===== config.mk =====
export PLATFORM = sky130hd
export DESIGN_NAME = ahb_cmd_master
export DESIGN_NICKNAME = d
export VERILOG_FILES = /design/src/rtl/ahb_cmd_master.sv
export SDC_FILE = /design/constraint.sdc
export NUM_CORES = 1
export LEC_CHECK = 0
export BUFFER_PORTS_ARGS = -buffer_cell sky130_fd_sc_hd__buf_2
export CORE_UTILIZATION = 44
export CTS_BUF_LIST = sky130_fd_sc_hd__clkbuf_4
export DETAILED_ROUTE_END_ITERATION = 7
export PLACE_DENSITY = 0.87
export RECOVER_POWER = 100
export SETUP_SLACK_MARGIN = 0.5
export SLEW_MARGIN = 20
export SYNTH_ARGS = -nofsm -noshare
export SYNTH_HDL_FRONTEND = slang
export SYNTH_SLANG_ARGS = --single-unit
export TNS_END_PERCENT = 50

===== constraint.sdc =====
create_clock -name HCLK -period 8.55 [get_ports HCLK]
set_input_delay 0.4275 -clock HCLK [delete_from_list [all_inputs] [get_ports HCLK]]
set_output_delay 0.4275 -clock HCLK [all_outputs]
set_load 0.01 [all_outputs]

===== src/rtl/ahb_cmd_master.sv =====
// ---------------------------------------------------------------------------
// ahb_cmd_master
//
// Purpose:
//   Turns single read/write commands into AHB-Lite single transfers. Only one
//   transfer is outstanding at a time, and the address and data phases never
//   overlap. Each command produces exactly one response pulse. Illegal
//   commands complete without touching the bus.
//
// Optional feature:
//   AHBM_TIMEOUT_EN - when defined, a transfer that sees TIMEOUT consecutive
//                     HREADY-low cycles is abandoned. Its response reports
//                     rsp_err=1 and rsp_tmo=1. When undefined there is no
//                     counter, rsp_tmo is tied to 0, and the master waits on
//                     HREADY for as long as it takes.
//
// Ports:
//   HCLK, HRESET              clock; asynchronous active-high reset
//   cmd_valid/cmd_ready       command handshake (accepted on valid & ready)
//   cmd_write, cmd_addr,
//   cmd_size, cmd_wdata       command fields; size 00 byte, 01 half, 10 word
//   rsp_valid                 one-cycle response pulse
//   rsp_rdata, rsp_err,
//   rsp_tmo                   response payload, valid with rsp_valid
//   HADDR..HWDATA             AHB-Lite master outputs
//   HRDATA, HREADY, HRESP     AHB-Lite master inputs
// ---------------------------------------------------------------------------
module ahb_cmd_master #(
    parameter int TIMEOUT = 1023
) (
    input  logic        HCLK,
    input  logic        HRESET,
    // command side
    input  logic        cmd_valid,
    output logic        cmd_ready,
    input  logic        cmd_write,
    input  logic [31:0] cmd_addr,
    input  logic [1:0]  cmd_size,
    input  logic [31:0] cmd_wdata,
    // response side
    output logic        rsp_valid,
    output logic [31:0] rsp_rdata,
    output logic        rsp_err,
    output logic        rsp_tmo,
    // AHB-Lite master
    output logic [31:0] HADDR,
    output logic [1:0]  HTRANS,
    output logic        HWRITE,
    output logic [2:0]  HSIZE,
    output logic [2:0]  HBURST,
    output logic [3:0]  HPROT,
    output logic [31:0] HWDATA,
    input  logic [31:0] HRDATA,
    input  logic        HREADY,
    input  logic        HRESP
);

    localparam logic [1:0] S_IDLE = 2'd0;
    localparam logic [1:0] S_ADDR = 2'd1;
    localparam logic [1:0] S_DATA = 2'd2;
    localparam logic [1:0] S_RESP = 2'd3;

    localparam logic [1:0] HTRANS_IDLE   = 2'b00;
    localparam logic [1:0] HTRANS_NONSEQ = 2'b10;

    logic [1:0]  state_q, state_d;
    logic        ready_en_q;     // keeps cmd_ready low until the first edge after reset
    logic [31:0] haddr_q;
    logic        hwrite_q;
    logic [2:0]  hsize_q;
    logic [31:0] hwdata_q;
    logic [31:0] rsp_rdata_q;
    logic        rsp_err_q;

    logic        accept;
    logic        cmd_illegal;
    logic        tmo_hit;        // timeout fires on this edge

    assign cmd_ready = ready_en_q && (state_q == S_IDLE);
    assign accept    = cmd_valid && cmd_ready;

    // Misaligned or reserved-size commands never reach the bus.
    assign cmd_illegal = (cmd_size == 2'b11)
                      || ((cmd_size == 2'b01) && cmd_addr[0])
                      || ((cmd_size == 2'b10) && (cmd_addr[1:0] != 2'b00));

`ifdef AHBM_TIMEOUT_EN
    localparam int TMO_W = (TIMEOUT > 1) ? $clog2(TIMEOUT + 1) : 1;
    localparam logic [TMO_W-1:0] TMO_LAST = TMO_W'(TIMEOUT - 1);

    logic [TMO_W-1:0] tmo_cnt_q;
    logic             rsp_tmo_q;

    // The count of low cycles already seen reaches TIMEOUT on this edge.
    assign tmo_hit = ((state_q == S_ADDR) || (state_q == S_DATA))
                  && !HREADY && (tmo_cnt_q == TMO_LAST);

    always_ff @(posedge HCLK or posedge HRESET) begin
        if (HRESET) begin
            tmo_cnt_q <= '0;
            rsp_tmo_q <= 1'b0;
        end else begin
            if (accept) begin
                tmo_cnt_q <= '0;          // fresh count on entry to ADDR
                rsp_tmo_q <= 1'b0;
            end else if ((state_q == S_ADDR) || (state_q == S_DATA)) begin
                if (HREADY || tmo_hit) begin
                    tmo_cnt_q <= '0;
                end else begin
                    tmo_cnt_q <= tmo_cnt_q + TMO_W'(1);
                end
                if (tmo_hit) begin
                    rsp_tmo_q <= 1'b1;
                end
            end
        end
    end

    assign rsp_tmo = rsp_tmo_q;
`else
    assign tmo_hit = 1'b0;
    assign rsp_tmo = 1'b0;
`endif

    // Next-state logic
    always_comb begin
        state_d = state_q;
        case (state_q)
            S_IDLE: begin
                if (accept) begin
                    state_d = cmd_illegal ? S_RESP : S_ADDR;
                end
            end
            S_ADDR: begin
                if (HREADY) begin
                    state_d = S_DATA;
                end else if (tmo_hit) begin
                    state_d = S_RESP;
                end
            end
            S_DATA: begin
                if (HREADY || tmo_hit) begin
                    state_d = S_RESP;
                end
            end
            default: begin
                state_d = S_IDLE;
            end
        endcase
    end

    always_ff @(posedge HCLK or posedge HRESET) begin
        if (HRESET) begin
            state_q     <= S_IDLE;
            ready_en_q  <= 1'b0;
            haddr_q     <= '0;
            hwrite_q    <= 1'b0;
            hsize_q     <= '0;
            hwdata_q    <= '0;
            rsp_rdata_q <= '0;
            rsp_err_q   <= 1'b0;
        end else begin
            state_q    <= state_d;
            ready_en_q <= 1'b1;

            if (accept) begin
                rsp_rdata_q <= '0;
                rsp_err_q   <= cmd_illegal;
                // Bus-facing registers only follow legal commands, so the
                // address bus holds its last real value otherwise.
                if (!cmd_illegal) begin
                    haddr_q  <= cmd_addr;
                    hwrite_q <= cmd_write;
                    hsize_q  <= {1'b0, cmd_size};
                    hwdata_q <= cmd_wdata;
                end
            end

            // HRESP is only meaningful with HREADY high. The first cycle of
            // a two-cycle ERROR (HREADY low) leaves the transfer running.
            if ((state_q == S_DATA) && HREADY) begin
                rsp_err_q   <= HRESP;
                rsp_rdata_q <= (!hwrite_q && !HRESP) ? HRDATA : 32'h0;
            end

            if (tmo_hit) begin
                rsp_err_q   <= 1'b1;
                rsp_rdata_q <= '0;
            end
        end
    end

    // Only the address phase drives NONSEQ. A timeout exits straight to
    // RESP, so the bus returns to IDLE on the following cycle.
    assign HTRANS    = (state_q == S_ADDR) ? HTRANS_NONSEQ : HTRANS_IDLE;
    assign HADDR     = haddr_q;
    assign HWRITE    = hwrite_q;
    assign HSIZE     = hsize_q;
    assign HBURST    = 3'b000;
    assign HPROT     = 4'b0011;
    assign HWDATA    = hwdata_q;

    assign rsp_valid = (state_q == S_RESP);
    assign rsp_rdata = rsp_rdata_q;
    assign rsp_err   = rsp_err_q;

endmodule


# Word level (Yosys, flattened, before mapping)
# Index checks and enable logic that the tools add are counted.
# classes
eq_ne	9
mux	11
bitwise	1
reduce_logical	15
# op_table
cell	n
$mux W32	3
$mux W2	5
$eq A2 B2 Y1 const B	4
$logic_and A1 B1 Y1	6
$ne A2 B2 Y1 const B	3
$pmux W2 S3	1
$eq A2 B1 Y1 const B	2
$reduce_bool A2 Y1	2
$reduce_and A3 Y1	1
$logic_not A1 Y1	2
$logic_not A2 Y1	1
$logic_or A1 B1 Y1	2
$mux W1	2
$reduce_and A2 Y1	1
$not A1 Y1	1
# word_totals
regBits	103
input_bits	104
output_inout_bits	113
elab_cells	44

# Logic depth before layout (Yosys ltp)
# Gate-level depths: netlist of run 1.
# depth
ltp_word	7
ltp_mapped	7
depth_no_buf	5

# Least setup slack after synthesis of run 1
# OpenSTA, ideal clock, no wires.
# synth_timing
path_kind	register to register
from	register state_q[0]
to	register hwdata_q[0] (netlist: HWDATA[0])
setup_time_ps	125
arrival_ps	1679
required_ps	8425
path_slack_ps	6746
path_stages_with_launch	8
n_path_buf	2
period_less_slack_ps	1804
cell_sequence	dfrtp_1 inv_1 ha_1 and3_1 a21bo_1 buf_6 buf_6 mux2_4
# synth_between
elab_chain_cells	4
# synth_rtl
element	line	source
from (decl)	66	logic [1:0] state_q, state_d;
from (signal assigned)	163	state_q <= state_d;
$logic_not A2 Y1	79	assign cmd_ready = ready_en_q && (state_q == S_IDLE);
$logic_and A1 B1 Y1	79	
$logic_and A1 B1 Y1	80	assign accept = cmd_valid && cmd_ready;
$reduce_and A2 Y1 (no source line)	-	
to (signal assigned)	175	hwdata_q <= cmd_wdata;
to (decl)	71	logic [31:0] hwdata_q;
# No other way between the ends.
# A chain may end at the register's enable or synchronous reset.

# Worst setup path after layout of run 1
# layout_timing
from	register state_q[0]
to	register haddr_q[26] (netlist: HADDR[26])
# layout_between
elab_chain_cells	4
# layout_rtl
element	line	source
$logic_not A2 Y1	79	
$logic_and A1 B1 Y1	79	
$logic_and A1 B1 Y1	80	
$reduce_and A2 Y1 (no source line)	-	
to (signal assigned)	172	haddr_q <= cmd_addr;
to (decl)	68	logic [31:0] haddr_q;
# No other way between the ends.

==> results of run 1 <==
-- registers in the layout, summed over array words and instances (netlist names) --
| register | cells |
|---|---|
| rsp_err | 1 |
| ready_en_q | 1 |
| HSIZE | 2 |
| rsp_rdata | 32 |
| HWDATA | 32 |
| state_q | 2 |
| HADDR | 32 |
| HWRITE | 1 |
-- cells by family (layout without fill, tap and decap cells) --
logic type | Yosys count | count (layout)
AO/OA/AOI/OAI | 43 | 43
AND/OR/NAND/NOR | 10 | 10
buffers and inverters | 26 | 229
multiplexers | 67 | 67
flip-flops | 103 | 103
other | 2 | 11
adder cells (fa/ha/maj) | 4 | 4
-- area by class of cell --
| cell class | instances | share of cell area, % |
|---|---|---|
| Clock buffer | 9 | 1.33 |
| Multi-Input combinational cell | 135 | 25.1 |
| Tap cell | 108 | 2.67 |
| Timing Repair Buffer | 210 | 18.2 |
| Clock inverter | 7 | 1.53 |
| Sequential cell | 103 | 50.9 |
| Inverter | 3 | 0.247 |
-- synth_stat cells (2+ instances only) --
cell type	count
ha_1	4
mux2_4	30
nor2_1	2
conb_1	2
buf_2	3
buf_4	10
dfrtp_1	103
mux2_2	37
clkbuf_1	6
a22o_1	32
inv_1	3
o21ai_0	3
buf_6	4
a31oi_1	2
-- stage by stage --
| stage | power (mW) | area, um^2 | std cells |
|---|---|---|---|
| after CTS | 1.89 | 5320 | 575 |
| after global routing | 1.86 | 5060 | 575 |
| after global placement | 1.58 | 5170 | 559 |
| final | 1.75 | 5060 | 575 |
| after floorplan | 1.29 | 4120 | 264 |
| after detailed placement | 1.62 | 5170 | 559 |
-- worst max-delay path by stage --
stage | from | to | slack (ns)
after floorplan | HRESET | HADDR[0] | 5.42
after global placement | state_q[0] | HWRITE | 6.07
after detailed placement | state_q[0] | HADDR[29] | 5.97
after CTS | state_q[0] | HADDR[26] | 5.93
after global routing | HRESET | rsp_rdata[1] | 3.86
final | state_q[0] | HADDR[26] | 4.41
-- per-layer routing --
layer  global-route usage, %  wire (um)
met1                    21.5       3350
met2                    35.0       4810
met3                    5.58        673
met4                    8.04        156
met5                       0          0
-- power breakdown --
group	internal, mW	leakage (nW)	switching [mW]
Clock	0.0926	0.0773	0.165
Sequential	0.716	1.29	0.128
Combinational	0.293	1.09	0.352
-- worst max-delay path, stage by stage (launching register included) --
cell      delay (ns)
dfrtp_1         0.43
inv_1           0.08
ha_1            0.25
and3_1          0.23
a21bo_1         0.69
clkbuf_1        1.85
mux2_2          0.47
==> run_results.csv, run 1 <==
group,metric,value,unit
outcome,status,"complete, but fails checks",
outcome,violations,"DRC, capacitance limit, slew limit",
final_layout,multi_input_area,1270,um^2
routing,drc_errors,15,
cts,ctsLongestPathBuffers,2,
synthesis,synthCells,255,
routing,num_vias,2860,
final_layout,syn_to_final_growth,24.0,%
global_routing,grt_max_degree,55,
critical_path,worstSetupStartpointType,"flop",
place,gp_congestion,0.819,
synthesis,yosysUniqueCellTypes,28,
min_path,min_from,"HRDATA[14]",
sta,finalMaxSlewViolations,155,
final_layout,drive_gt1_share,35.1,%
sta,hold_viol,0,
routing,dr.pass1.iters,8,
place,preCtsSetupSlack,5.97,ns
floorplanning,die_area,9670,um^2
critical_path,critical_path.max_fanout,48,
synthesis,synth_edf_count,0,
final_layout,fin_nets,570,
sta,min_period_over_period,48.5,%
floorplanning,io-pin-count,217,
cts,cts_tree,"done",
synthesis,synth-async-reset-ratio,100,%
global_routing,grtUsageTotal,19.4,%
synthesis,synth_top_area_share,63.1,%
synthesis,syn_area_per_cell,16.0,um^2
synthesis,ys.flop_type,"dfrtp_1",
critical_path,cp-end-kind,"flop",
global_routing,grt_pass1_vias,3053,
sta,timing.final.ws_setup,4.41,ns
floorplanning,start_util,46.2,%
place,place_hpwl,6730,um
synthesis,ys_seq_area_share,63.1,%
min_path,worstHoldPathCells,2,
critical_path,crit_type,"reg -> reg",
cts,htreeDepth,3,
synthesis,synth_area,4090,um^2
synthesis,synth_top_cell_by_area,"dfrtp_1",
critical_path,worstPathArrival,4.47,ns
floorplanning,die_y,98.4,um
run,cap_violations,3,
sta,tightestPinTransition,2.73,ns
sta,setup_tns,0,ns
floorplanning,dieWidth,98.4,um
final_layout,nFillCells,818,
final_layout,diodes,0,
floorplanning,design.core.area,8850,um^2
critical_path,reg2reg_from,"state_q[0]",
sta,clock.fmax,241,MHz
routing,wire_per_inst,15.6,um
critical_path,cp.required,8.88,ns
synthesis,synth_top_family_by_area,"multiplexers",
sta,fin_crit,4.14,ns
power_and_ir_drop,leakage,2.46,nW
sta,finalSetupViolations,0,
cts,post_cts_resized,0,
cts,path_clk_slew,0.16,ns
critical_path,worstReg2RegEnd,"HADDR[26]",
cts,post_cts_buffers,0,
sta,rsz0062_at_grt,"false",
min_path,hp-class,"in -> reg",
cts,cts_inserted_buffers,9,
floorplanning,core.rowCount,34,
synthesis,yosys_warnings,0,
routing,routed_wl,8980,um
synthesis,synth_compound_area_share,8.73,%
place,io_buffers,206,
cts,cts.sinks,103,
critical_path,r2r_cells,6,
synthesis,synth_area_leaders,"dfrtp_1, mux2_4, mux2_2",
cts,clock_latency,0.44,ns
final_layout,final_cell_mix,"clkbuf_1, buf_2, dfrtp_1",
sta,max_slew_margin,-82.1,%
global_routing,grt_pass1_wl,14600,um
synthesis,synthSimpleGateAreaFrac,1.41,%
final_layout,regArea,2580,um^2
power_and_ir_drop,powerDensity,345,nW/um^2
routing,ant_nets,0,
sta,finClkSkew,0.0101,ns
cts,ctsRootBufferMaster,"clkbuf_4",
min_path,holdPathEnd,"rsp_rdata[14]",
cts,hold_buffers,0,
synthesis,muxShareOfSynthArea,21.2,%
final_layout,final_core_util,57.2,%
synthesis,synth-xor-area-share,0,%
synthesis,yosys_register_bits,103,
global_routing,antenna_found_initial,0,
global_routing,overflow,0,
routing,via_per_inst,4.97,
final_layout,layout_commonest_cell,"clkbuf_1",
critical_path,rrSetupSlack,4.41,ns
routing,initialDrtViolationCount,69,
sta,hold_slack,0.182,ns
power_and_ir_drop,peakVddDrop,0.161,mV
synthesis,synth_adder_area_share,1.23,%
No activity file was read; power rests on OpenSTA's default activity.
==> inputs of run 2 (changes only) <==
ABC_AREA = 1   (was not set)
PLACE_DENSITY = 0.85   (was 0.87)
clock period = 4.3 ns   (was 8.55 ns; I/O delays follow)
==> run_results.csv, run 2 <==
group,metric,value,unit
outcome,status,"complete, but fails checks",
outcome,violations,"capacitance limit, slew limit",
global_routing,overflow,0,
critical_path,max_stage_delay,0.93,ns
sta,min_period_over_period,73.3,%
critical_path,cp_common_cell,"inv_1",
critical_path,cp.depth,8,
floorplanning,die_y,101,um
global_routing,antenna_found_initial,0,
cts,cts.sinks,103,
routing,ant_nets,0,
critical_path,critical_path.max_fanout,66,
floorplanning,dieWidth,101,um
cts,htreeDepth,3,
cts,ctsLongestPathBuffers,2,
critical_path,r2r_cells,8,
synthesis,synth-xor-area-share,0,%
final_layout,diodes,0,
critical_path,worstReg2RegEnd,"rsp_err",
critical_path,startpoint,"state_q[0]",
synthesis,ys.flop_type,"dfrtp_1",
final_layout,layout_commonest_cell,"nand2_1",
synthesis,muxShareOfSynthArea,0,%
floorplanning,die_area,10200,um^2
synthesis,synth_top_area_share,59.6,%
synthesis,yosys_register_bits,103,
critical_path,cp.required,4.62,ns
routing,via_per_inst,4.95,
sta,fin_crit,3.15,ns
synthesis,synth_top_family_by_area,"simple AND/OR/NAND/NOR gates",
place,place_hpwl,7440,um
sta,max_slew_margin,-75.2,%
critical_path,crit_type,"reg -> reg",
synthesis,syn_area_per_cell,8.92,um^2
final_layout,drive_gt1_share,17.4,%
sta,tightestPinTransition,2.61,ns
final_layout,fin_nets,824,
final_layout,final_core_util,62.2,%
synthesis,yosysUniqueCellTypes,18,
critical_path,crit_chain,"inv_1 > ha_1 > nand3_1 > inv_1 > buf_4 > nand3_1 > nand2_1 > inv_1",
critical_path,worstSetupStartpointType,"flop",
synthesis,synth_area_leaders,"dfrtp_1, nand2_1, nand3_1",
critical_path,endpoint,"rsp_err",
floorplanning,io-pin-count,217,
critical_path,slowest_stage,"nand3_1",
place,dpl.cell_count,788,
synthesis,synth_compound_area_share,4.39,%
sta,setup_tns,0,ns
routing,routed_wl,11900,um
synthesis,synthSimpleGateAreaFrac,27.9,%
synthesis,synth_adder_area_share,1.16,%
power_and_ir_drop,leakage,3.01,nW
cts,cts_inserted_buffers,9,
synthesis,synth_area,4330,um^2
routing,wire_per_inst,14.1,um
floorplanning,start_util,46.2,%
cts,path_clk_slew,0.15,ns
global_routing,grt_pass1_vias,4181,
run,cap_violations,1,
min_path,hp-class,"in -> reg",
place,gp_congestion,0.763,
sta,finalMaxSlewViolations,62,
synthesis,synthCells,485,
synthesis,synth.most_common_cell,"nand2_1",
floorplanning,design.core.area,9370,um^2
cts,ctsRootBufferMaster,"clkbuf_4",
cts,clock_latency,0.42,ns
sta,finalSetupViolations,0,
sta,hold_viol,0,
power_and_ir_drop,peakVddDrop,0.380,mV
sta,clock.fmax,317,MHz
global_routing,grt_pass1_wl,18400,um
critical_path,crit_family,"buffers and inverters",
synthesis,yosys_warnings,0,
synthesis,synth-async-reset-ratio,100,%
final_layout,final_cell_mix,"nand2_1, dfrtp_1, clkbuf_1",
routing,initialDrtViolationCount,139,
synthesis,yosys-top-cells-count,"nand2_1, dfrtp_1, nand3_1, o21ai_0, buf_2",
final_layout,nFillCells,887,
sta,finClkSkew,0.0199,ns
synthesis,synth_edf_count,0,
critical_path,cp-end-kind,"flop",
final_layout,syn_to_final_growth,34.7,%
critical_path,rrSetupSlack,1.15,ns
critical_path,worstPathArrival,3.47,ns
global_routing,grtUsageTotal,23.1,%
final_layout,final_cells,847,
global_routing,grt_max_degree,70,
routing,drc_errors,0,
synthesis,ys_seq_area_share,59.6,%
routing,dr.pass1.iters,4,
place,io_buffers,206,
synthesis,synth_top_cell_by_area,"dfrtp_1",
critical_path,path_buf_inv,4,
sta,rsz0062_at_grt,"false",
power_and_ir_drop,powerDensity,632,nW/um^2
floorplanning,core.rowCount,35,
critical_path,reg2reg_from,"state_q[0]",
routing,num_vias,4190,
cts,cts_tree,"done",
## run 2: changes by cell type after synthesis, sizes merged, moves of 16 or more
| cell | delta |
|---|---|
| a22o | -32 |
| o21ai | +32 |
| nand3 | +99 |
| nand2 | +179 |
| mux2 | -67 |
| buf | +16 |
## run 2: how the worst min path moves through the flow
stage,start,end,slack [ns],cells past startpoint
4_1_cts,HRDATA[6],rsp_rdata[6],0.0001,3
3_3_place_gp,HRESET,rsp_rdata[2],0.39,2
6_report,cmd_addr[5],HADDR[5],0.03,3
3_5_place_dp,HRESET,rsp_rdata[2],0.40,2
2_1_floorplan,HRDATA[11],rsp_rdata[11],0.36,2
5_1_grt,cmd_addr[16],HADDR[16],-0.003,3
## run 2: logic make-up after synthesis
| group | count (synthesis) |
|---|---|
| compound gates | 37 |
| simple gates | 285 |
| buf+inv | 54 |
| flops | 103 |
| other cells | 2 |
| fa+ha+maj | 4 |
## run 2: cell type report
class / count / area (um^2) / share of cell area, %
Multi-Input combinational cell: 337 / 1500 / 25.8
Timing Repair Buffer: 255 / 1380 / 23.7
Sequential cell: 103 / 2580 / 44.2
Clock inverter: 4 / 97.6 / 1.67
Tap cell: 129 / 161 / 2.77
Clock buffer: 9 / 67.6 / 1.16
Inverter: 10 / 38.8 / 0.666
## run 2: what timing repair did
| item | in CTS | in global routing |
|---|---|---|
| hold buffers | 43 | 3 |
| resized for setup | 0 | 0 |
| hold endpoints to repair | 102 | 3 |
| setup buffers | 0 | 0 |
## run 2: tightest hold or removal path, delay by kind of cell
| kind | cells | cell delay (ns) |
|---|---|---|
| buf+inv | 1 | 0.08 |
| simple gates | 2 | 0.13 |
## run 2: power by group
group          total [mW]  switching (mW)  internal (mW)
clock network       0.578           0.292          0.286
registers            1.71           0.281           1.43
logic                1.40           0.909          0.489
total                3.68            1.48           2.20
## run 2: routing by layer
layer  share of wire [%]  up-vias  GRT usage (%)
li1                    -     2001              -
met1                  38     1955           25.9
met2                  52      202           40.4
met3                 7.9       32           6.00
met4                 2.9        0           12.4
met5                   0        -              0
## run 2: metrics by stage
stage / hold WS [ns] / setup WS (ns) / total power [mW] / area, um^2
after floorplan: 0.358 / 1.38 / 2.52 / 4360
after global placement: 0.389 / 1.62 / 3.11 / 5330
after detailed placement: 0.400 / 1.69 / 3.20 / 5340
after CTS: 0.000145 / 1.65 / 3.81 / 5930
after global routing: -0.00348 / 0.729 / 3.97 / 5830
final: 0.0310 / 1.15 / 3.68 / 5830
==> inputs of run 3 (changes only) <==
ABC_AREA = 0   (was 1)
PLACE_DENSITY = 0.87   (was 0.85)
clock period = 3.3 ns   (was 4.3 ns; I/O delays follow)
==> run_results.csv, run 3 (synthesis results as in run 1) <==
group,metric,value,unit
outcome,status,"complete, but fails checks",
outcome,violations,"DRC",
min_path,holdPathEnd,"rsp_err",
final_layout,drive_gt1_share,29.2,%
sta,clock.fmax,396,MHz
final_layout,regArea,2580,um^2
power_and_ir_drop,intPower,3.17,mW
routing,wire_per_inst,16.9,um
critical_path,cp.required,3.67,ns
min_path,hp-class,"in -> reg",
power_and_ir_drop,power.share.switching,35.2,%
sta,setup_tns,0,ns
global_routing,use_met1,26.1,%
cts,cts.sinks,103,
critical_path,worstSetupStartpointType,"flop",
critical_path,cp-end-kind,"flop",
floorplanning,die_area,9670,um^2
routing,initialDrtViolationCount,101,
routing,routed_wl,11400,um
final_layout,nFillCells,680,
final_layout,diodes,0,
sta,finalSetupViolations,0,
routing,num_vias,3305,
cts,path_clk_slew,0.16,ns
cts,clock_latency,0.43,ns
critical_path,r2r_cells,6,
critical_path,crit_type,"reg -> reg",
sta,min_period_over_period,76.6,%
critical_path,rrSetupSlack,0.77,ns
critical_path,worstReg2RegEnd,"rsp_rdata[11]",
place,place_hpwl,6590,um
global_routing,grtUsageTotal,24.5,%
routing,drc_errors,16,
power_and_ir_drop,pwr-share-comb,37.2,%
min_path,min_from,"HREADY",
power_and_ir_drop,leakage,2.93,nW
power_and_ir_drop,powerDensity,794,nW/um^2
final_layout,multi_input_area,1280,um^2
floorplanning,die_y,98.4,um
global_routing,grt_pass1_wl,18400,um
power_and_ir_drop,peakVddDrop,0.402,mV
power_and_ir_drop,p_switching,1.72,mW
cts,ctsLongestPathBuffers,2,
global_routing,grt_pass1_vias,3798,
floorplanning,dieWidth,98.4,um
global_routing,grt_max_degree,68,
sta,hold_viol,0,
sta,finClkSkew,0.0191,ns
floorplanning,start_util,46.2,%
sta,finalMaxSlewViolations,0,
cts,ctsRootBufferMaster,"clkbuf_4",
sta,rsz0062_at_grt,"false",
sta,max_slew_margin,16.5,%
power_and_ir_drop,finalPower,4.89,mW
cts,htreeDepth,3,
sta,fin_crit,2.53,ns
run,cap_violations,0,
global_routing,grt-busiest-layer,"met2",
routing,ant_nets,0,
routing,dr.pass1.iters,7,
floorplanning,design.core.area,8850,um^2
global_routing,overflow,0,
final_layout,final_cell_mix,"dfrtp_1, buf_2, clkbuf_1",
place,gp_congestion,0.850,
global_routing,met2_usage,44.3,%
cts,post_cts_buffers,0,
cts,cts_tree,"done",
place,io_buffers,206,
critical_path,worstPathArrival,2.90,ns
floorplanning,io-pin-count,217,
final_layout,final_core_util,69.6,%
floorplanning,core.rowCount,34,
sta,tightestPinTransition,1.25,ns
cts,cts_inserted_buffers,9,
power_and_ir_drop,pwr-share-clk,17.6,%
power_and_ir_drop,p_seq_share,45.3,%
routing,via_per_inst,4.88,
critical_path,critical_path.max_fanout,22,
min_path,worstHoldPathCells,3,
cts,post_cts_resized,0,
final_layout,syn_to_final_growth,50.8,%
critical_path,reg2reg_from,"state_q[0]",
global_routing,grtUsageMet3,6.94,%
final_layout,fin_nets,672,
global_routing,antenna_found_initial,0,
-- run 3: cell count changes in the layout (fill, tap and decap cells not counted), sizes merged, moves of 7 or more --
cell         change
nand2          -179
nand3           -99
mux2            +67
dlygate4sd3     +55
a22o            +32
o21ai           -32
inv              -7
-- run 3: power by group through the flow --
stage	registers, mW	clock network, mW	logic (mW)
final	2.21	0.859	1.82
after detailed placement	2.20	0	2.00
after global routing	2.28	0.933	1.96
after CTS	2.18	0.888	2.10
after floorplan	2.47	0	0.867
after global placement	2.16	0	1.93
-- run 3: worst max-delay path by stage --
stage	from	end	slack, ns
floorplan	state_q[0]	HWDATA[0]	1.50
global placement	state_q[0]	HADDR[28]	1.34
CTS	state_q[0]	HADDR[30]	1.22
detailed placement	state_q[0]	HADDR[7]	1.25
finish	state_q[0]	rsp_rdata[11]	0.77
global route	state_q[0]	rsp_rdata[27]	0.66
-- run 3: worst max-delay path, stage by stage, from the launching register on --
cell,delay [ns]
dfrtp_1,0.44
inv_1,0.10
ha_1,0.24
nand2_1,0.12
nor3_1,0.95
buf_4,0.42
a22o_1,0.21
-- run 3: final cells by class --
cell class / instances / share of cell area (%)
Sequential cell: 103 / 41.9
Tap cell: 108 / 2.19
Timing Repair Buffer: 312 / 31.6
Inverter: 3 / 0.244
Clock inverter: 6 / 2.15
Clock buffer: 10 / 1.22
Multi-Input combinational cell: 135 / 20.7
-- run 3: timing repair --
item                                    4_1_cts  5_1_grt
hold buffers                                101        0
endpoints found under the setup margin        0        0
endpoints found under the hold margin       203        0
-- run 3: through the flow --
stage	std cells	hold WS, ns	cell area, um^2	worst slack, ns
after floorplan	264	0.298	4120	1.50
after global placement	560	0.381	5200	1.34
after detailed placement	560	0.387	5200	1.25
after CTS	677	0.0637	6410	1.22
after global routing	677	0.0783	6160	0.661
final	677	0.0885	6160	0.773
-- run 3: layer usage --
metal  routed length [um]  share of wire (%)
met5                    0                  0
met3                  900                7.9
met2                 5930                 52
met4                  406                3.5
met1                 4210                 37
